**config.mk**
```make
export PLATFORM = sky130hd
export DESIGN_NAME = lu_entry_composer
export DESIGN_NICKNAME = d
export VERILOG_FILES = /design/src/rtl/lu_entry_composer_pkg.sv /design/src/rtl/lu_entry_composer_key_pack.sv /design/src/rtl/lu_entry_composer.sv
export SDC_FILE = /design/constraint.sdc
export NUM_CORES = 1
export LEC_CHECK = 0
export CAP_MARGIN = 20
export CORE_AREA = 2 2 264 266
export DETAILED_ROUTE_END_ITERATION = 16
export DIE_AREA = 0 0 266 268
export SYNTH_ARGS = -nofsm -noshare
export SYNTH_HDL_FRONTEND = slang
export SYNTH_HIERARCHICAL = 1
export SYNTH_SLANG_ARGS = --single-unit
```
**constraint.sdc**
```tcl
create_clock -name asclk -period 5.65 [get_ports asclk]
set_input_delay 0.8475 -clock asclk [delete_from_list [all_inputs] [get_ports asclk]]
set_output_delay 0.8475 -clock asclk [all_outputs]
set_load 0.02 [all_outputs]
```
**src/rtl/lu_entry_composer_pkg.sv**
```systemverilog
// Shared definitions for the lookup-key composer: ethtypes, key layout and FSM states.
package lu_entry_composer_pkg;

  localparam int unsigned LU_ENTRY_WIDTH = 256;

  localparam logic [15:0] ETH_IPV4 = 16'h0800;
  localparam logic [15:0] ETH_ARP  = 16'h0806;

  localparam int unsigned KEY_SPT_MSB    = 255;
  localparam int unsigned KEY_SPT_LSB    = 248;
  localparam int unsigned KEY_DLDST_MSB  = 247;
  localparam int unsigned KEY_DLDST_LSB  = 200;
  localparam int unsigned KEY_DLSRC_MSB  = 199;
  localparam int unsigned KEY_DLSRC_LSB  = 152;
  localparam int unsigned KEY_ETYPE_MSB  = 151;
  localparam int unsigned KEY_ETYPE_LSB  = 136;
  localparam int unsigned KEY_VLAN_MSB   = 135;
  localparam int unsigned KEY_VLAN_LSB   = 120;
  localparam int unsigned KEY_TOS_MSB    = 119;
  localparam int unsigned KEY_TOS_LSB    = 114;
  localparam int unsigned KEY_PROTO_MSB  = 113;
  localparam int unsigned KEY_PROTO_LSB  = 106;
  localparam int unsigned KEY_NWSRC_MSB  = 105;
  localparam int unsigned KEY_NWSRC_LSB  = 74;
  localparam int unsigned KEY_NWDST_MSB  = 73;
  localparam int unsigned KEY_NWDST_LSB  = 42;

  typedef enum logic [3:0] {
    ST_IDLE    = 4'b0001,
    ST_WAIT_L3 = 4'b0010,
    ST_OUTPUT  = 4'b0100,
    ST_DONE    = 4'b1000
  } composer_state_e;

endpackage

```
**src/rtl/lu_entry_composer_key_pack.sv**
```systemverilog
// Combinational packer for the 256-bit lookup key; reusable by the lookup stage.
module lu_entry_composer_key_pack
  import lu_entry_composer_pkg::*;
(
  input  logic [7:0]                i_src_port,
  input  logic [47:0]               i_dl_dst,
  input  logic [47:0]               i_dl_src,
  input  logic [15:0]               i_dl_ethtype,
  input  logic [15:0]               i_dl_vlantag,
  input  logic [5:0]                i_tos,
  input  logic [7:0]                i_proto,
  input  logic [31:0]               i_nw_src,
  input  logic [31:0]               i_nw_dst,
  output logic [LU_ENTRY_WIDTH-1:0] o_key
);

  always_comb begin
    o_key = '0;
    o_key[KEY_SPT_MSB:KEY_SPT_LSB]     = i_src_port;
    o_key[KEY_DLDST_MSB:KEY_DLDST_LSB] = i_dl_dst;
    o_key[KEY_DLSRC_MSB:KEY_DLSRC_LSB] = i_dl_src;
    o_key[KEY_ETYPE_MSB:KEY_ETYPE_LSB] = i_dl_ethtype;
    o_key[KEY_VLAN_MSB:KEY_VLAN_LSB]   = i_dl_vlantag;
    o_key[KEY_TOS_MSB:KEY_TOS_LSB]     = i_tos;
    o_key[KEY_PROTO_MSB:KEY_PROTO_LSB] = i_proto;
    o_key[KEY_NWSRC_MSB:KEY_NWSRC_LSB] = i_nw_src;
    o_key[KEY_NWDST_MSB:KEY_NWDST_LSB] = i_nw_dst;
  end

endmodule

```
**src/rtl/lu_entry_composer.sv**
```systemverilog
// Joins L2 and L3 parser results into one lookup key and hands it off with valid/ready.
module lu_entry_composer
  import lu_entry_composer_pkg::*;
#(
  parameter int unsigned C_AXIS_LEN_DATA_WIDTH = 16,
  parameter int unsigned C_AXIS_SPT_DATA_WIDTH = 8,
  parameter int unsigned L3_TIMEOUT            = 64
) (
  input  logic                             asclk,
  input  logic                             aresetn,
  input  logic                             dl_done,
  input  logic [C_AXIS_LEN_DATA_WIDTH-1:0] pkt_len,
  input  logic [C_AXIS_SPT_DATA_WIDTH-1:0] src_port,
  input  logic [47:0]                      dl_dst,
  input  logic [47:0]                      dl_src,
  input  logic [15:0]                      dl_ethtype,
  input  logic [15:0]                      dl_vlantag,
  input  logic                             arp_done,
  input  logic [7:0]                       arp_op,
  input  logic [31:0]                      arp_ip_src,
  input  logic [31:0]                      arp_ip_dst,
  input  logic                             ip_tp_done,
  input  logic [5:0]                       ip_tos,
  input  logic [7:0]                       ip_proto,
  input  logic [31:0]                      ip_src,
  input  logic [31:0]                      ip_dst,
  output logic                             compose_done,
  output logic                             lu_req_valid,
  input  logic                             lu_req_ready,
  output logic [LU_ENTRY_WIDTH-1:0]        lu_entry,
  output logic [C_AXIS_LEN_DATA_WIDTH-1:0] lu_pkt_len,
  output logic [31:0]                      entry_cnt,
  output logic [31:0]                      drop_cnt,
  output logic [31:0]                      timeout_cnt
);

  localparam logic [15:0] TMO_LAST = 16'(L3_TIMEOUT - 1);

  composer_state_e r_state, w_state_next;

  logic [C_AXIS_SPT_DATA_WIDTH-1:0] r_src_port;
  logic [C_AXIS_LEN_DATA_WIDTH-1:0] r_pkt_len;
  logic [47:0] r_dl_dst, r_dl_src;
  logic [15:0] r_ethtype, r_vlantag;
  logic [5:0]  r_tos;
  logic [7:0]  r_proto;
  logic [31:0] r_nw_src, r_nw_dst;
  logic        r_expect_arp;
  logic [15:0] r_tcnt;
  logic        r_valid, r_done;
  logic [31:0] r_entry_cnt, r_drop_cnt, r_timeout_cnt;

  logic w_load_l2, w_load_l3, w_clr_l3, w_l3_arp, w_hs, w_timeout, w_drop, w_hit;

  always_comb begin
    w_state_next = r_state;
    w_load_l2    = 1'b0;
    w_load_l3    = 1'b0;
    w_clr_l3     = 1'b0;
    w_l3_arp     = 1'b0;
    w_hs         = 1'b0;
    w_timeout    = 1'b0;
    w_hit        = 1'b0;
    w_drop       = dl_done && (r_state != ST_IDLE);
    unique case (r_state)
      ST_IDLE: begin
        if (dl_done) begin
          w_load_l2 = 1'b1;
          if (dl_ethtype == ETH_IPV4 || dl_ethtype == ETH_ARP) begin
            w_l3_arp = (dl_ethtype == ETH_ARP);
            w_hit    = w_l3_arp ? arp_done : ip_tp_done;
            if (w_hit) begin
              w_load_l3    = 1'b1;
              w_state_next = ST_OUTPUT;
            end else begin
              w_clr_l3     = 1'b1;
              w_state_next = ST_WAIT_L3;
            end
          end else begin
            w_clr_l3     = 1'b1;
            w_state_next = ST_OUTPUT;
          end
        end
      end
      ST_WAIT_L3: begin
        // L3 fields were zeroed on entry, so a timeout leaves them as-is.
        w_l3_arp = r_expect_arp;
        w_hit    = r_expect_arp ? arp_done : ip_tp_done;
        if (w_hit) begin
          w_load_l3    = 1'b1;
          w_state_next = ST_OUTPUT;
        end else if (r_tcnt == TMO_LAST) begin
          w_timeout    = 1'b1;
          w_state_next = ST_OUTPUT;
        end
      end
      ST_OUTPUT: begin
        if (r_valid && lu_req_ready) begin
          w_hs         = 1'b1;
          w_state_next = ST_DONE;
        end
      end
      ST_DONE:  w_state_next = ST_IDLE;
      default:  w_state_next = ST_IDLE;
    endcase
  end

  always_ff @(posedge asclk or negedge aresetn) begin
    if (!aresetn) begin
      r_state       <= ST_IDLE;
      r_src_port    <= '0;
      r_pkt_len     <= '0;
      r_dl_dst      <= '0;
      r_dl_src      <= '0;
      r_ethtype     <= '0;
      r_vlantag     <= '0;
      r_tos         <= '0;
      r_proto       <= '0;
      r_nw_src      <= '0;
      r_nw_dst      <= '0;
      r_expect_arp  <= 1'b0;
      r_tcnt        <= '0;
      r_valid       <= 1'b0;
      r_done        <= 1'b0;
      r_entry_cnt   <= '0;
      r_drop_cnt    <= '0;
      r_timeout_cnt <= '0;
    end else begin
      r_state <= w_state_next;
      r_valid <= (w_state_next == ST_OUTPUT);
      r_done  <= (w_state_next == ST_DONE);
      if (w_load_l2) begin
        r_src_port   <= src_port;
        r_pkt_len    <= pkt_len;
        r_dl_dst     <= dl_dst;
        r_dl_src     <= dl_src;
        r_ethtype    <= dl_ethtype;
        r_vlantag    <= dl_vlantag;
        r_expect_arp <= (dl_ethtype == ETH_ARP);
        r_tcnt       <= '0;
      end else if (r_state == ST_WAIT_L3) begin
        r_tcnt <= r_tcnt + 16'd1;
      end
      if (w_load_l3) begin
        r_tos    <= w_l3_arp ? 6'd0       : ip_tos;
        r_proto  <= w_l3_arp ? arp_op     : ip_proto;
        r_nw_src <= w_l3_arp ? arp_ip_src : ip_src;
        r_nw_dst <= w_l3_arp ? arp_ip_dst : ip_dst;
      end else if (w_clr_l3) begin
        r_tos    <= '0;
        r_proto  <= '0;
        r_nw_src <= '0;
        r_nw_dst <= '0;
      end
      if (w_hs)      r_entry_cnt   <= r_entry_cnt + 32'd1;
      if (w_drop)    r_drop_cnt    <= r_drop_cnt + 32'd1;
      if (w_timeout) r_timeout_cnt <= r_timeout_cnt + 32'd1;
    end
  end

  lu_entry_composer_key_pack u_key_pack (
    .i_src_port   (8'(r_src_port)),
    .i_dl_dst     (r_dl_dst),
    .i_dl_src     (r_dl_src),
    .i_dl_ethtype (r_ethtype),
    .i_dl_vlantag (r_vlantag),
    .i_tos        (r_tos),
    .i_proto      (r_proto),
    .i_nw_src     (r_nw_src),
    .i_nw_dst     (r_nw_dst),
    .o_key        (lu_entry)
  );

  assign compose_done = r_done;
  assign lu_req_valid = r_valid;
  assign lu_pkt_len   = r_pkt_len;
  assign entry_cnt    = r_entry_cnt;
  assign drop_cnt     = r_drop_cnt;
  assign timeout_cnt  = r_timeout_cnt;

endmodule

```
# [Yosys cells after proc, flatten, opt, wreduce, memory -nomap -nowiden]
# Index checks and enable logic that the tools add are counted.
[totals] reg_bits=349 inputBits=308 out_inout_bits=370 elab_cells=77
[classes] addsub=4 n_eq_ne=9 n_mux=41 n_reduce_logical=5
[ops] operator="2-to-1 mux 32 bit" n=5
[ops] operator="adder 32 x 1 -> 32 bit, second input constant" n=3
[ops] operator="equality test 16 x 12 -> 1 bit, second input constant" n=2
[ops] operator="2-to-1 mux 16 bit" n=2
[ops] operator="2-to-1 mux 8 bit" n=3
[ops] operator="2-to-1 mux 4 bit" n=5
[ops] operator="2-to-1 mux 1 bit" n=19
[ops] operator="2-to-1 mux 6 bit" n=3
[ops] operator="adder 16 x 1 -> 16 bit, second input constant" n=1
[ops] operator="equality test 16 x 6 -> 1 bit, second input constant" n=1
[ops] operator="one-hot mux 4 bit (3 select lines)" n=1
[ops] operator="equality test 4 x 3 -> 1 bit, second input constant" n=2
[ops] operator="equality test 4 x 1 -> 1 bit, second input constant" n=1
[ops] operator="equality test 4 x 2 -> 1 bit, second input constant" n=1
[ops] operator="equality test 4 bit, second input constant" n=1
[ops] operator="!= test 4 x 1 -> 1 bit, second input constant" n=1
[ops] operator="one-hot mux 1 bit (2 select lines)" n=2
[ops] operator="nonzero test 2 bit" n=2
[ops] operator="2-to-1 mux 3 bit" n=1
[ops] operator="logical AND 1 bit" n=2
[ops] operator="logical OR 1 bit" n=1

# [Longest topological paths before layout]
# Gate-level depths: netlist of run 1.
[depth] depth_word=8 mapped_depth=9 mapped_depth_nobuf=6

# [Hierarchy]
# Netlist of run 1, hierarchy kept.
[by_module_without_submodules] module="lu_entry_composer" n_inst=1 cells_per_inst=1487 area_each_um2=14726.6 seq_area_each_um2=8734.6
[by_module_without_submodules] module="lu_entry_composer_key_pack" n_inst=1 cells_per_inst=257 area_each_um2=1925.6 seq_area_each_um2=0.0

# [Worst setup path before layout of run 1]
# OpenSTA, ideal clock, no wires.
[synth_timing] path_type="input to register" start="in dl_ethtype[11]" end="reg r_nw_dst[0]" setup_time_ns=0.133 t_arrival_ns=2.206 setup_slack_ns=3.311 stages=6 n_path_buf=1 cell_sequence="nor2b_1 > and4_1 > a41oi_1 > a2bb2oi_1 > clkbuf_1 > o21ai_0"
[synth_between] elab_chain_len=7 word_cells_on_any_way=18 cone_classes="2 x eq/ne; 14 x mux; 2 x reduce/logical"
[synth_rtl] element="from (decl)" line_no="lu_entry_composer.sv:16" rtl="input logic [15:0] dl_ethtype,"
[synth_rtl] element="equality test 16 x 12 -> 1 bit (on tied branches)" line_no="lu_entry_composer.sv:69, lu_entry_composer.sv:70"
[synth_rtl] element="2-to-1 mux 1 bit or logical OR 1 bit (tied branches)" line_no="lu_entry_composer.sv:71, lu_entry_composer.sv:69"
[synth_rtl] element="2-to-1 mux 1 bit (on tied branches)" line_no="lu_entry_composer.sv:72, lu_entry_composer.sv:69"
[synth_rtl] element="2-to-1 mux 1 bit (on tied branches)" line_no="lu_entry_composer.sv:69, lu_entry_composer.sv:67"
[synth_rtl] element="2-to-1 mux 1 bit or one-hot mux 1 bit (2 select lines) (tied branches)" line_no="lu_entry_composer.sv:67, lu_entry_composer.sv:65"
[synth_rtl] element="one-hot mux 1 bit (2 select lines) (tied with other cells)" line_no="lu_entry_composer.sv:65" rtl="unique case (r_state)"
[synth_rtl] element="2-to-1 mux 32 bit or nonzero test 2 bit (tied branches)"
[synth_rtl] element="to (signal assigned)" line_no="lu_entry_composer.sv:148" rtl="r_nw_dst <= w_l3_arp ? arp_ip_dst : ip_dst;"
[synth_rtl] element="to (decl)" line_no="lu_entry_composer.sv:47" rtl="logic [31:0] r_nw_src, r_nw_dst;"
# Parallel ways exist; a longest one is shown, timed or not.
# A chain may end at the register's enable or synchronous reset.

# [Final worst setup path of run 1]
[layout_timing] start="in dl_ethtype[13]" end="reg r_nw_dst[1]"
# The elaborated chain is that of the path after synthesis.

==> flow_results.xml, run 1 <==
<?xml version="1.0" encoding="UTF-8"?>
<metrics>
  <group name="final_layout">
    <metric name="area_delta_synth_final" unit="%">42.3</metric>
    <metric name="final_layout_size_suffix_gt1_share" unit="%">5.39</metric>
    <metric name="layout.cells.most_common_list" unit="">634 x sky130_fd_sc_hd__clkdlybuf4s50_1, 577 x sky130_fd_sc_hd__nand2_1, 348 x sky130_fd_sc_hd__dfrtp_1, 74 x sky130_fd_sc_hd__mux2i_1, 74 x sky130_fd_sc_hd__o21ai_0</metric>
    <metric name="fin_nets" unit="">2469</metric>
    <metric name="mostFrequentLayoutCell" unit="">sky130_fd_sc_hd__clkdlybuf4s50_1</metric>
  </group>
  <group name="status">
    <metric name="status" unit="">complete, no violations</metric>
  </group>
  <group name="detailed_routing">
    <metric name="drt_iter0_drc" unit="">669</metric>
    <metric name="detail_route.wirelength" unit="mm">52.6</metric>
    <metric name="first_pass_iters" unit="">5</metric>
    <metric name="drcViolationCount" unit="">0</metric>
    <metric name="route.detailed.wl_per_inst" unit="microns">17.1</metric>
    <metric name="count_of_antenna_violating_nets_left_after_detailed_routing" unit="">0</metric>
    <metric name="detailroute.via_count" unit="">12800</metric>
    <metric name="detail_route.vias_per_cell" unit="">4.16</metric>
  </group>
  <group name="timing">
    <metric name="finalClockSkew" unit="ns">0.0281</metric>
    <metric name="timing.setup.tns" unit="ns">0</metric>
    <metric name="min_period" unit="ns">3.51</metric>
    <metric name="layout_setup_ws" unit="ns">2.14</metric>
    <metric name="worst-slew-pin-transition" unit="ns">0.951</metric>
    <metric name="setup_viol" unit="">0</metric>
    <metric name="holdWs" unit="ns">0.361</metric>
    <metric name="unrepaired_setup_endpoints_after_global_routing" unit="">false</metric>
    <metric name="slew_headroom" unit="%">36.6</metric>
    <metric name="final.period_utilization" unit="%">62.2</metric>
    <metric name="achievable-frequency" unit="MHz">285</metric>
    <metric name="slew_viol_final" unit="">0</metric>
    <metric name="hold_viol_final" unit="">0</metric>
  </group>
  <group name="setup_path">
    <metric name="cpMaxStageDelayCell" unit="">sky130_fd_sc_hd__o31ai_4</metric>
    <metric name="path_delay_family" unit="">simple AND/OR/NAND/NOR gates</metric>
    <metric name="worstPathCellList" unit="">clkdlybuf4s50_1 &gt; nor4_1 &gt; nand4_1 &gt; o31ai_4 &gt; buf_12 &gt; mux2i_1 &gt; o21ai_0</metric>
    <metric name="startpoint_type" unit="">input pin</metric>
    <metric name="critical_path_buf_inv_count" unit="">2</metric>
    <metric name="worstPathMaxFanout" unit="">47</metric>
    <metric name="crit_arrival" unit="ns">3.91</metric>
    <metric name="critical_path_required" unit="ns">6.05</metric>
    <metric name="cp_slowest_stage_delay" unit="ns">0.77</metric>
    <metric name="cp-startpoint" unit="">dl_ethtype[13]</metric>
    <metric name="worstReg2RegStart" unit="">r_state[0]</metric>
    <metric name="setup.worst_path.class" unit="">input pin to register</metric>
    <metric name="crit_path_end_kind" unit="">register</metric>
  </group>
  <group name="clocking">
    <metric name="htree_levels" unit="">2</metric>
    <metric name="number_of_post_cts_setup_repair_buffers" unit="">0</metric>
    <metric name="clock-root-buffer" unit="">sky130_fd_sc_hd__clkbuf_16</metric>
    <metric name="holdBufCountCts" unit="">0</metric>
    <metric name="cts.sink_count" unit="">349</metric>
    <metric name="cts.clk_slew.worst_paths" unit="ns">0.06</metric>
    <metric name="cts-root-to-sink-buffers" unit="">3</metric>
    <metric name="clk-insertion-delay-late" unit="ns">0.57</metric>
    <metric name="cts_resized" unit="">0</metric>
    <metric name="tritoncts_clock_tree" unit="">done</metric>
    <metric name="numCtsBuffers" unit="">43</metric>
  </group>
  <group name="pwr">
    <metric name="combinational_share_of_power" unit="%">34.7</metric>
    <metric name="cellPowerDensity" unit="mW/mm^2">405</metric>
    <metric name="internal-power" unit="W">0.00620</metric>
    <metric name="clock_share_of_power" unit="%">29.2</metric>
    <metric name="p_leak" unit="nW">10.6</metric>
    <metric name="vdd_ir_drop_max" unit="mV">0.297</metric>
    <metric name="power.share.sequential" unit="%">36.1</metric>
    <metric name="p_sw_share" unit="%">35.4</metric>
    <metric name="p_sw" unit="W">0.00339</metric>
  </group>
  <group name="die">
    <metric name="die_h" unit="microns">268</metric>
    <metric name="die_area" unit="sq mm">0.0713</metric>
    <metric name="num_io_pins" unit="">678</metric>
    <metric name="chipWidth" unit="microns">266</metric>
    <metric name="fp.coreArea" unit="sq mm">0.0682</metric>
    <metric name="initial_util" unit="%">24.4</metric>
    <metric name="std_cell_rows" unit="">96</metric>
  </group>
  <group name="grt">
    <metric name="grt_max_degree" unit="">118</metric>
    <metric name="grt_first_pass_wirelength" unit="mm">78.7</metric>
    <metric name="first_global_vias" unit="">13400</metric>
    <metric name="antenna_violations_before_repair" unit="">2</metric>
    <metric name="total_track_usage" unit="%">14.1</metric>
    <metric name="grt_remaining_overflow" unit="">0</metric>
  </group>
  <group name="place">
    <metric name="dp_hpwl" unit="mm">39.1</metric>
    <metric name="post-place-ws" unit="ns">1.38</metric>
    <metric name="placement.io_buffers" unit="">635</metric>
    <metric name="gp_congestion" unit="">0.797</metric>
  </group>
  <group name="synth">
    <metric name="synth_register_bits" unit="">349</metric>
    <metric name="most_used_dff_post_synth" unit="">sky130_fd_sc_hd__dfrtp_1</metric>
    <metric name="synth_cells" unit="">1744</metric>
    <metric name="post-synth-top-area-fraction" unit="%">52.3</metric>
    <metric name="synth-edff-count" unit="">0</metric>
    <metric name="synth-seq-area-share" unit="%">52.5</metric>
    <metric name="post_synth_main_area_contributors" unit="">sky130_fd_sc_hd__dfrtp_1 52%, sky130_fd_sc_hd__nand2_1 13%, sky130_fd_sc_hd__buf_4 12%</metric>
    <metric name="synth_top_area_cell" unit="">sky130_fd_sc_hd__dfrtp_1</metric>
    <metric name="synthesis.area" unit="sq mm">0.0167</metric>
    <metric name="synth_async_sr_flop_share" unit="%">100</metric>
    <metric name="avgSynthCellArea" unit="sq um">9.55</metric>
    <metric name="synth_cell_types" unit="">47</metric>
    <metric name="synth.yosys.warnings" unit="">6</metric>
  </group>
  <group name="run">
    <metric name="max-cap-violations" unit="">0</metric>
  </group>
  <group name="min_path">
    <metric name="hold_class" unit="">input pin to async pin</metric>
  </group>
</metrics>
-- synthesized netlist by cell type, types with 13 or more instances --
master,n
sky130_fd_sc_hd__and4_1,15
sky130_fd_sc_hd__buf_4,256
sky130_fd_sc_hd__clkbuf_1,54
sky130_fd_sc_hd__dfrtp_1,348
sky130_fd_sc_hd__inv_1,13
sky130_fd_sc_hd__mux2i_1,74
sky130_fd_sc_hd__nand2_1,578
sky130_fd_sc_hd__nand3_1,41
sky130_fd_sc_hd__nand4_1,21
sky130_fd_sc_hd__nor2_1,57
sky130_fd_sc_hd__o21ai_0,74
sky130_fd_sc_hd__xnor2_1,52
sky130_fd_sc_hd__xor2_1,56
-- per-layer routing --
metal	track usage [%]	wire length [microns]	vias to the layer above
met5	0	29	-
met4	4.68	1530	4
met3	4.71	4130	87
met2	24.4	26100	441
met1	16.4	20800	6132
li1	-	-	6139
-- power groups by stage --
stage | Combinational [W] | Sequential (W) | Clock, W
after floorplan | 0.00223 | 0.00349 | 0
after global placement | 0.00335 | 0.00348 | 0
after detailed placement | 0.00339 | 0.00349 | 0
after CTS | 0.00339 | 0.00347 | 0.00292
after global routing | 0.00361 | 0.00355 | 0.00301
final | 0.00333 | 0.00347 | 0.00280
-- worst paths after layout --
path | cells after the start | endpoint | slack (ns)
worst min-delay path | 1 | r_dl_src[2] | 0.36
worst max register to register | 6 | r_nw_dst[1] | 2.59
worst min register to register | 2 | r_vlantag[0] | 0.47
worst max-delay path | 7 | r_nw_dst[1] | 2.14
max in group asynchronous | 2 | r_dl_dst[6] | 3.92
min in group asclk | 2 | r_vlantag[0] | 0.47
-- logic make-up after synthesis --
group           after synthesis  synth area share [%]
flops                       349                  52.5
simple gates                776                  20.2
xor+xnor                    108                  5.68
other cells                   1                0.0225
mux                          78                  4.72
buf+inv                     336                  13.5
fa+ha+maj                     4                 0.301
compound gates               92                  3.10
-- through the flow --
step	util [%]	cell area [sq um]	instances	power, W
global route	34.7	23700	3073	0.0102
CTS	34.7	23700	3073	0.00978
floorplan	-	16800	1785	0.00571
global placement	32.6	22300	2994	0.00683
detailed placement	32.6	22300	2994	0.00688
finish	34.7	23700	3074	0.00959
-- area by class of cell --
class,count,area [sq um]
diodes,1,2.50
clock buffers,58,1210
clock inverters,21,216
fillers,6901,44500
inverters,13,48.8
multi-input cells,1100,5870
flip-flops and latches,349,8730
well taps,882,1100
repair buffers,650,6510
-- registers in the layout, indices dropped and copies added, names as in the netlist, 4 cells and up --
name	count
r_nw_src	32
r_ethtype	16
lu_pkt_len	16
entry_cnt	32
r_vlantag	16
r_tos	6
r_dl_src	48
timeout_cnt	32
drop_cnt	32
r_tcnt	16
r_nw_dst	32
r_dl_dst	48
r_proto	8
r_src_port	8
r_state	4
No activity file was read; power rests on OpenSTA's default activity.
==> inputs of run 2 (changes only) <==
Settings changed: CORE_AREA 2 2 264 266 to 2 2 265 267, DIE_AREA 0 0 266 268 to 0 0 267 269.
Clock period 5.65 ns to 3.4 ns, I/O delays scaled along.
==> run 2 against run 1 <==
- sequential share of layout area is 0.54 points lower
- register-to-register slack lost 2.0 ns
- cell area rose by 1.5%
- setup slack got worse by 1.5 ns
- die area up 0.75%
- combinational power is 68% higher
- clock skew decreased by 0.0045 ns
- global-route usage rose by 0.099 points
- clock power increased by 71%
- largest power group unchanged
- highest routed layer unchanged
==> flow_results.xml, run 2 (synthesized netlist as in run 1, its figures left out) <==
<?xml version="1.0" encoding="UTF-8"?>
<metrics>
  <group name="clocking">
    <metric name="htree_levels" unit="">2</metric>
    <metric name="tritoncts_clock_tree" unit="">done</metric>
    <metric name="cts.sink_count" unit="">349</metric>
    <metric name="cts.clk_slew.worst_paths" unit="ns">0.06</metric>
    <metric name="clock-root-buffer" unit="">sky130_fd_sc_hd__clkbuf_16</metric>
    <metric name="number_of_post_cts_setup_repair_buffers" unit="">0</metric>
    <metric name="cts-root-to-sink-buffers" unit="">3</metric>
    <metric name="numCtsBuffers" unit="">43</metric>
    <metric name="clk-insertion-delay-late" unit="ns">0.57</metric>
    <metric name="cts_resized" unit="">0</metric>
  </group>
  <group name="grt">
    <metric name="first_global_vias" unit="">13500</metric>
    <metric name="antenna_violations_before_repair" unit="">3</metric>
    <metric name="total_track_usage" unit="%">14.2</metric>
    <metric name="grt_remaining_overflow" unit="">0</metric>
    <metric name="grt_max_degree" unit="">156</metric>
    <metric name="grt_first_pass_wirelength" unit="mm">79.8</metric>
  </group>
  <group name="timing">
    <metric name="min_period" unit="ns">2.77</metric>
    <metric name="layout_setup_ws" unit="ns">0.633</metric>
    <metric name="slew_headroom" unit="%">36.4</metric>
    <metric name="slew_viol_final" unit="">0</metric>
    <metric name="setup_viol" unit="">0</metric>
    <metric name="achievable-frequency" unit="MHz">361</metric>
    <metric name="hold_viol_final" unit="">0</metric>
    <metric name="finalClockSkew" unit="ns">0.0236</metric>
    <metric name="unrepaired_setup_endpoints_after_global_routing" unit="">false</metric>
    <metric name="final.period_utilization" unit="%">81.4</metric>
    <metric name="timing.setup.tns" unit="ns">0</metric>
    <metric name="worst-slew-pin-transition" unit="ns">0.953</metric>
  </group>
  <group name="setup_path">
    <metric name="cpMaxStageDelayCell" unit="">sky130_fd_sc_hd__dfstp_2</metric>
    <metric name="crit_arrival" unit="ns">3.19</metric>
    <metric name="worst_r2r_path_cells" unit="">7</metric>
    <metric name="worstReg2RegStart" unit="">r_state[0]</metric>
    <metric name="r2r_end" unit="">r_nw_dst[14]</metric>
    <metric name="cp_slowest_stage_delay" unit="ns">0.60</metric>
    <metric name="timing.reg2reg.setup_slack" unit="ns">0.63</metric>
    <metric name="crit_path_end_kind" unit="">register</metric>
    <metric name="worstPathCellList" unit="">nor4b_1 &gt; nand2_4 &gt; o31ai_4 &gt; buf_12 &gt; buf_4 &gt; mux2i_1 &gt; o21ai_0</metric>
    <metric name="critical_path_required" unit="ns">3.83</metric>
    <metric name="worstPathMaxFanout" unit="">41</metric>
    <metric name="setup.worst_path.class" unit="">register to register</metric>
    <metric name="startpoint_type" unit="">register</metric>
    <metric name="cp-startpoint" unit="">r_state[0]</metric>
  </group>
  <group name="min_path">
    <metric name="hold_end" unit="">r_dl_src[35]</metric>
    <metric name="holdPathStages" unit="">3</metric>
    <metric name="hold_class" unit="">input pin to register</metric>
    <metric name="worst_hold_startpoint" unit="">dl_src[35]</metric>
  </group>
  <group name="run">
    <metric name="max-cap-violations" unit="">0</metric>
  </group>
  <group name="pwr">
    <metric name="p_leak" unit="nW">10.7</metric>
    <metric name="vdd_ir_drop_max" unit="mV">0.495</metric>
    <metric name="cellPowerDensity" unit="mW/mm^2">671</metric>
  </group>
  <group name="place">
    <metric name="post-place-ws" unit="ns">0.0301</metric>
    <metric name="dp_hpwl" unit="mm">39.8</metric>
    <metric name="gp_congestion" unit="">0.891</metric>
    <metric name="placement.io_buffers" unit="">635</metric>
  </group>
  <group name="final_layout">
    <metric name="mostFrequentLayoutCell" unit="">sky130_fd_sc_hd__clkdlybuf4s50_1</metric>
    <metric name="largest_registers" unit="">r_dl_dst (48), r_dl_src (48)</metric>
    <metric name="final_layout_size_suffix_gt1_share" unit="%">6.17</metric>
    <metric name="area_delta_synth_final" unit="%">44.4</metric>
    <metric name="layout.filler_cells" unit="">6977</metric>
    <metric name="fin_nets" unit="">2486</metric>
    <metric name="layout.cells.most_common_list" unit="">634 x sky130_fd_sc_hd__clkdlybuf4s50_1, 577 x sky130_fd_sc_hd__nand2_1, 348 x sky130_fd_sc_hd__dfrtp_1, 74 x sky130_fd_sc_hd__mux2i_1, 74 x sky130_fd_sc_hd__o21ai_0</metric>
    <metric name="antenna_cells" unit="">0</metric>
  </group>
  <group name="die">
    <metric name="die_area" unit="sq mm">0.0718</metric>
    <metric name="initial_util" unit="%">24.0</metric>
    <metric name="fp.coreArea" unit="sq mm">0.0693</metric>
    <metric name="die_h" unit="microns">269</metric>
    <metric name="chipWidth" unit="microns">267</metric>
    <metric name="num_io_pins" unit="">678</metric>
    <metric name="std_cell_rows" unit="">97</metric>
  </group>
  <group name="status">
    <metric name="status" unit="">complete, no violations</metric>
  </group>
  <group name="detailed_routing">
    <metric name="route.detailed.wl_per_inst" unit="microns">16.9</metric>
    <metric name="drcViolationCount" unit="">0</metric>
    <metric name="first_pass_iters" unit="">5</metric>
    <metric name="count_of_antenna_violating_nets_left_after_detailed_routing" unit="">0</metric>
    <metric name="detailroute.via_count" unit="">13100</metric>
    <metric name="detail_route.vias_per_cell" unit="">4.17</metric>
    <metric name="drt_iter0_drc" unit="">559</metric>
    <metric name="detail_route.wirelength" unit="mm">53.3</metric>
  </group>
</metrics>
[run 2: changes by cell type in the layout (fill, tap and decap cells not counted), sizes merged]
cell,previous run,this run
inv,15,14
dlygate4sd3,0,1
clkinvlp,4,3
buf,16,32
clkinv,12,7
clkbuf,58,63
diode,1,0
[run 2: area by class of cell]
cell class	count	area, sq um	share of cell area, %
flip-flops and latches	349	8730	36.3
repair buffers	667	6720	28.0
multi-input cells	1100	5870	24.4
clock buffers	63	1310	5.45
well taps	940	1180	4.89
clock inverters	14	190	0.791
inverters	13	48.8	0.203
[run 2: per-layer routing]
layer	routed length [microns]	GRT usage [%]
met3	4140	4.53
met5	41	0
met4	1220	4.13
met2	26700	24.3
met1	21200	17.0
[run 2: repair_timing]
| item | in CTS | in global routing |
|---|---|---|
| hold buffers | 1 | 0 |
| endpoints found under the setup margin | 0 | 0 |
| hold endpoints to repair | 20 | 0 |
[run 2: power by group]
group          internal, W  switching [W]
Clock              0.00291        0.00188
Sequential         0.00513       0.000622
Combinational      0.00246        0.00314
Total               0.0105        0.00564
[run 2: critical path: cells and delay by family (launching register included)]
family	cells	cell delay, ns
simple gates	2	0.73
flops	1	0.60
buf+inv	2	0.54
compound gates	2	0.50
mux	1	0.20
[run 2: worst max path at each step]
stage	to	slack [ns]
after detailed placement	r_proto[3]	0.03
final	r_nw_dst[14]	0.63
after CTS	r_nw_dst[14]	0.53
after global placement	r_nw_src[3]	0.05
after global routing	r_nw_dst[14]	0.39
after floorplan	drop_cnt[13]	1.18
[run 2: through the flow]
stage               util [%]  instance area [sq um]  total power, W  cells  hold WS [ns]
floorplan                  -                  16800         0.00950   1785         0.214
global route            34.7                  24100          0.0171   3146         0.430
finish                  34.7                  24100          0.0161   3146         0.460
global placement        32.5                  22500          0.0114   3067         0.457
CTS                     34.7                  24000          0.0164   3145         0.405
detailed placement      32.5                  22500          0.0115   3067         0.461
==> inputs of run 3 (changes only) <==
Settings changed: CORE_AREA 2 2 265 267 to 2 2 262 264, DIE_AREA 0 0 267 269 to 0 0 264 266.
Clock period 3.4 ns to 2.3 ns, I/O delays scaled along.
==> run 3 against run 2 <==
- critical path depth decreased by 1
- cell area increased by 3.0%
- critical path type unchanged
- first-iteration DRC count decreased by 16%
- clock skew increased by 0.0047 ns
- via count increased by 1.0%
- combinational power increased by 52%
- die area decreased by 2.2%
==> flow_results.xml, run 3 (synthesized netlist as in run 1, its figures left out) <==
<?xml version="1.0" encoding="UTF-8"?>
<metrics>
  <group name="status">
    <metric name="status" unit="">complete, no violations</metric>
  </group>
  <group name="run">
    <metric name="max-cap-violations" unit="">0</metric>
  </group>
  <group name="timing">
    <metric name="finalClockSkew" unit="ns">0.0283</metric>
    <metric name="final.period_utilization" unit="%">98.2</metric>
    <metric name="worst-slew-pin-transition" unit="ns">0.940</metric>
    <metric name="timing.setup.tns" unit="ns">0</metric>
    <metric name="slew_headroom" unit="%">37.3</metric>
    <metric name="unrepaired_setup_endpoints_after_global_routing" unit="">true</metric>
    <metric name="setup_viol" unit="">0</metric>
    <metric name="hold_viol_final" unit="">0</metric>
    <metric name="slew_viol_final" unit="">0</metric>
    <metric name="min_period" unit="ns">2.26</metric>
    <metric name="achievable-frequency" unit="MHz">443</metric>
    <metric name="layout_setup_ws" unit="ns">0.0410</metric>
  </group>
  <group name="clocking">
    <metric name="htree_levels" unit="">2</metric>
    <metric name="cts-root-to-sink-buffers" unit="">3</metric>
    <metric name="clk-insertion-delay-late" unit="ns">0.58</metric>
    <metric name="cts.clk_slew.worst_paths" unit="ns">0.06</metric>
    <metric name="numCtsBuffers" unit="">42</metric>
    <metric name="tritoncts_clock_tree" unit="">done</metric>
    <metric name="cts.sink_count" unit="">349</metric>
    <metric name="clock-root-buffer" unit="">sky130_fd_sc_hd__clkbuf_16</metric>
  </group>
  <group name="final_layout">
    <metric name="largest_registers" unit="">r_dl_dst (48), r_dl_src (48)</metric>
    <metric name="mostFrequentLayoutCell" unit="">sky130_fd_sc_hd__clkdlybuf4s50_1</metric>
    <metric name="layout.cells.most_common_list" unit="">634 x sky130_fd_sc_hd__clkdlybuf4s50_1, 577 x sky130_fd_sc_hd__nand2_1, 345 x sky130_fd_sc_hd__dfrtp_1, 77 x sky130_fd_sc_hd__buf_4, 73 x sky130_fd_sc_hd__mux2i_1</metric>
    <metric name="area_delta_synth_final" unit="%">48.8</metric>
    <metric name="antenna_cells" unit="">0</metric>
    <metric name="fin_nets" unit="">2556</metric>
    <metric name="final_layout_size_suffix_gt1_share" unit="%">9.61</metric>
  </group>
  <group name="detailed_routing">
    <metric name="first_pass_iters" unit="">5</metric>
    <metric name="detail_route.wirelength" unit="mm">53.2</metric>
    <metric name="route.detailed.wl_per_inst" unit="microns">16.8</metric>
    <metric name="drt_iter0_drc" unit="">469</metric>
    <metric name="detailroute.via_count" unit="">13300</metric>
    <metric name="detail_route.vias_per_cell" unit="">4.20</metric>
    <metric name="count_of_antenna_violating_nets_left_after_detailed_routing" unit="">0</metric>
    <metric name="drcViolationCount" unit="">0</metric>
  </group>
  <group name="setup_path">
    <metric name="timing.critical_path.depth" unit="">6</metric>
    <metric name="path_delay_family" unit="">simple AND/OR/NAND/NOR gates</metric>
    <metric name="crit_path_end_kind" unit="">register</metric>
    <metric name="worst_r2r_path_cells" unit="">6</metric>
    <metric name="critical_path_buf_inv_count" unit="">1</metric>
    <metric name="setup.worst_path.class" unit="">register to register</metric>
    <metric name="startpoint_type" unit="">register</metric>
    <metric name="critical_path_required" unit="ns">2.76</metric>
    <metric name="cpMaxStageDelayCell" unit="">sky130_fd_sc_hd__or4b_2</metric>
    <metric name="worstReg2RegStart" unit="">r_state[2]</metric>
    <metric name="worstPathMaxFanout" unit="">6</metric>
    <metric name="cp_slowest_stage_delay" unit="ns">0.64</metric>
    <metric name="crit_arrival" unit="ns">2.72</metric>
    <metric name="worstPathCellList" unit="">buf_4 &gt; or4b_2 &gt; nor3_4 &gt; nand3_2 &gt; or3_1 &gt; xnor2_1</metric>
    <metric name="cp-startpoint" unit="">r_state[2]</metric>
  </group>
  <group name="place">
    <metric name="dp_hpwl" unit="mm">39.6</metric>
    <metric name="post-place-ws" unit="ns">-0.540</metric>
    <metric name="gp_congestion" unit="">0.849</metric>
    <metric name="placement.io_buffers" unit="">635</metric>
  </group>
  <group name="grt">
    <metric name="grt_remaining_overflow" unit="">0</metric>
    <metric name="grt_max_degree" unit="">156</metric>
    <metric name="grt_first_pass_wirelength" unit="mm">80.4</metric>
    <metric name="first_global_vias" unit="">13900</metric>
    <metric name="total_track_usage" unit="%">14.6</metric>
    <metric name="antenna_violations_before_repair" unit="">5</metric>
  </group>
  <group name="die">
    <metric name="fp.coreArea" unit="sq mm">0.0677</metric>
    <metric name="std_cell_rows" unit="">96</metric>
    <metric name="num_io_pins" unit="">678</metric>
    <metric name="chipWidth" unit="microns">264</metric>
    <metric name="die_h" unit="microns">266</metric>
    <metric name="initial_util" unit="%">24.6</metric>
    <metric name="die_area" unit="sq mm">0.0702</metric>
  </group>
  <group name="min_path">
    <metric name="hold_class" unit="">input pin to async pin</metric>
  </group>
  <group name="pwr">
    <metric name="vdd_ir_drop_max" unit="mV">0.704</metric>
    <metric name="p_sw" unit="W">0.00837</metric>
    <metric name="p_sw_share" unit="%">34.5</metric>
    <metric name="internal-power" unit="W">0.0159</metric>
    <metric name="power.share.sequential" unit="%">35.0</metric>
    <metric name="cellPowerDensity" unit="mW/mm^2">978</metric>
    <metric name="clock_share_of_power" unit="%">29.8</metric>
    <metric name="combinational_share_of_power" unit="%">35.2</metric>
    <metric name="p_leak" unit="nW">11.2</metric>
  </group>
</metrics>
[run 3: power groups by stage]
stage	combinational, W	clock, W	sequential (W)
after floorplan	0.00548	0	0.00856
after global placement	0.00847	0	0.00850
after detailed placement	0.00857	0	0.00855
after CTS	0.00863	0.00747	0.00850
after global routing	0.00923	0.00773	0.00868
final	0.00852	0.00723	0.00849
[run 3: worst register-to-register path: stages, from the launching register on]
cell and delay (ns):
sky130_fd_sc_hd__dfrtp_2 0.42, sky130_fd_sc_hd__buf_4 0.13, sky130_fd_sc_hd__or4b_2 0.64, sky130_fd_sc_hd__nor3_4 0.33
sky130_fd_sc_hd__nand3_2 0.13, sky130_fd_sc_hd__or3_1 0.34, sky130_fd_sc_hd__xnor2_1 0.13
[run 3: area by class of cell]
| type | instances | area, sq um |
|---|---|---|
| clock buffers | 62 | 1240 |
| clock inverters | 16 | 275 |
| fillers | 6785 | 43000 |
| inverters | 13 | 48.8 |
| multi-input cells | 1101 | 5970 |
| flip-flops and latches | 349 | 8740 |
| well taps | 882 | 1100 |
| repair buffers | 737 | 7400 |
[run 3: layer usage]
metal / part of all wire, % / global-route usage (%)
met1: 40 / 16.9
met2: 49 / 24.6
met3: 7.8 / 4.69
met4: 3.8 / 6.25
met5: 0.071 / 0
[run 3: worst paths after layout]
kind	to	slack, ns
max	entry_cnt[20]	0.04
max in group asynchronous	r_nw_dst[3]	1.19
min in group asclk	r_dl_dst[40]	0.30
min	drop_cnt[30]	0.24
min reg2reg	r_vlantag[0]	0.47
max reg2reg	entry_cnt[20]	0.04
[run 3: stage by stage]
stage / total power [W] / utilization (%) / hold slack (ns) / instances / area (sq um)
final: 0.0242 / 36.6 / 0.242 / 3160 / 24800
after global routing: 0.0256 / 36.6 / 0.249 / 3160 / 24800
after CTS: 0.0246 / 36.3 / 0.215 / 3150 / 24600
after detailed placement: 0.0171 / 33.9 / 0.261 / 3064 / 22900
after global placement: 0.0170 / 33.9 / 0.264 / 3064 / 22900
after floorplan: 0.0140 / - / 0.0494 / 1785 / 16800
[run 3: repair_timing]
action	CTS	global route
pin swaps	4	8
hold buffers	1	0
resized for setup	6	28
buffers inserted	6	7
hold endpoints to repair	56	0
cloned	1	3
setup endpoints to repair	71	84
==> edit: new RTL, config.mk and constraints of run 1 <==
Change the parameter `C_AXIS_LEN_DATA_WIDTH` from 16 to 8.
--- a/src/rtl/lu_entry_composer.sv
+++ b/src/rtl/lu_entry_composer.sv
@@ -4,3 +4,3 @@
 #(
-  parameter int unsigned C_AXIS_LEN_DATA_WIDTH = 16,
+  parameter int unsigned C_AXIS_LEN_DATA_WIDTH = 8,
   parameter int unsigned C_AXIS_SPT_DATA_WIDTH = 8,
Interface: changed (resized lu_pkt_len and pkt_len); port bits go from 678 to 662. No check against the original RTL was run, so the function may have changed too.
==> edit against run 1 <==
- combinational power shrank 5%
- worst setup slack improved by 0.13 ns
- routed wire length up 1.0%
- fmax grew 3.7%
- register-to-register slack lost 0.15 ns
- utilization decreased by 0.80 points
- power is 3.6% lower
- sequential cell count shrank 8
- synthesized area fell by 2.0%
- count of clock-buffer cells in the layout did not move
- sequential share of layout area is essentially flat
- final area fell by 2.3%
- synthesized cell count is 2.6% lower
==> edit: results (changes against run 1) <==
<table>
<tr><th>Metric</th><th>Value</th></tr>
<tr><th colspan="2">Placed design</th></tr>
<tr><td>Area post-placement</td><td>0.0217 mm² (-2.3%)</td></tr>
<tr><td>Port Buffer Count</td><td>619 (-2.5%)</td></tr>
<tr><td>Inst Count DP</td><td>2936 (-1.9%)</td></tr>
<tr><td>Post-detailed-placement half-perimeter wirelength</td><td>39.3 mm (+0.60%)</td></tr>
<tr><th colspan="2">STA</th></tr>
<tr><td>Clk_skew</td><td>0.0154 ns (-0.0127 ns)</td></tr>
<tr><td>Least-Margin Pin Slew</td><td>1.05 ns (+0.0998 ns)</td></tr>
<tr><th colspan="2">Pwr</th></tr>
<tr><td>Static leakage</td><td>10.3 nW (-2.9%)</td></tr>
<tr><th colspan="2">Critical path</th></tr>
<tr><td>Reg-to-Reg End</td><td>r_proto[5]</td></tr>
<tr><td>Crit-path slowest cell</td><td>sky130_fd_sc_hd__o32a_2</td></tr>
<tr><td>Max Fanout on Critical Path</td><td>34 (-28%)</td></tr>
<tr><td>Maximum cell stage delay along the critical path</td><td>0.64 ns (-0.13 ns)</td></tr>
<tr><td>Worst reg2reg setup slack</td><td>2.44 ns (-0.15 ns)</td></tr>
<tr><th colspan="2">Global route</th></tr>
<tr><td>Antenna violations before repair</td><td>6 (+4)</td></tr>
<tr><td>Largest net degree at the start of global routing</td><td>128 (+8.5%)</td></tr>
<tr><td>Via count of the first global-routing pass</td><td>13100 (-2.5%)</td></tr>
<tr><td>Global-route wire length before repair</td><td>78.4 mm (-0.38%)</td></tr>
<tr><th colspan="2">Synth</th></tr>
<tr><td>Share of synthesized area occupied by flip-flops and latches</td><td>0.523 (-0.00165)</td></tr>
<tr><td>Most numerous cell types in the synthesized netlist</td><td>sky130_fd_sc_hd__nand2_1, sky130_fd_sc_hd__dfrtp_1, sky130_fd_sc_hd__buf_4</td></tr>
<tr><td>Dominant cells by area after synthesis</td><td>sky130_fd_sc_hd__dfrtp_1, sky130_fd_sc_hd__nand2_1, sky130_fd_sc_hd__buf_4, sky130_fd_sc_hd__mux2i_1, sky130_fd_sc_hd__xnor2_1</td></tr>
<tr><th colspan="2">Route</th></tr>
<tr><td>Routed via count divided by cell count</td><td>4.19 (+0.54%)</td></tr>
<tr><td>Routed length on met1</td><td>21.0 mm (+1.1%)</td></tr>
<tr><td>Total via count after detailed routing</td><td>12600 (-1.5%)</td></tr>
<tr><th colspan="2">Cells and area</th></tr>
<tr><td>Share of post-route cells with drive strength above 1</td><td>0.0517 (-0.00214)</td></tr>
<tr><td>Final layout net count</td><td>2403 (-2.7%)</td></tr>
<tr><th colspan="2">Run status</th></tr>
<tr><td>Status</td><td>finished, final reports clean</td></tr>
</table>
## edit: cell types whose count changed in the layout (fill, tap and decap cells not counted), moves of 7 or more
cell	change
sky130_fd_sc_hd__o21ai_1	+70
sky130_fd_sc_hd__nand3_1	-7
sky130_fd_sc_hd__xnor2_1	+12
sky130_fd_sc_hd__nand4_1	+11
sky130_fd_sc_hd__xor2_1	-14
sky130_fd_sc_hd__clkdlybuf4s50_1	-16
sky130_fd_sc_hd__nor2_1	-24
sky130_fd_sc_hd__dfrtp_1	-8
sky130_fd_sc_hd__and3_1	+18
sky130_fd_sc_hd__o21ai_0	-69
sky130_fd_sc_hd__nand2_1	-26
## edit: final cells by class
cell class	count	area [µm²]
repair buffers	635	6330
fillers	6843	45100
flip-flops and latches	341	8530
well taps	882	1100
clock buffers	58	1230
multi-input cells	1071	5740
inverters	7	26.3
diodes	3	7.51
clock inverters	15	173
## edit: how the worst max path moves through the flow
stage,endpoint,startpoint,cells after the start,slack [ns]
final,r_nw_dst[31],dl_ethtype[0],7,2.26
after global routing,r_nw_dst[31],dl_ethtype[0],7,2.19
after CTS,r_nw_dst[31],dl_ethtype[0],7,2.27
after detailed placement,r_nw_dst[31],dl_ethtype[0],7,1.66
after global placement,r_nw_dst[31],dl_ethtype[0],7,1.69
after floorplan,r_nw_dst[0],dl_ethtype[7],5,2.99
## edit: metal layers
| metal | vias up | GRT usage |
|---|---|---|
| met3 | 101 | 0.0421 |
| met1 | 6081 | 0.168 |
| met4 | 8 | 0.0498 |
| li1 | 6020 | - |
| met5 | - | 0 |
| met2 | 403 | 0.246 |
## edit: kinds of logic after synthesis
kind of cell	synth area share
AOI/OAI and AO/OA	0.0330
other	0.000230
adders and majority gates	0.00307
buffers and inverters	0.137
muxes	0.0481
DFF	0.523
and+or+nand+nor	0.199
xor gates and xnor gates	0.0569
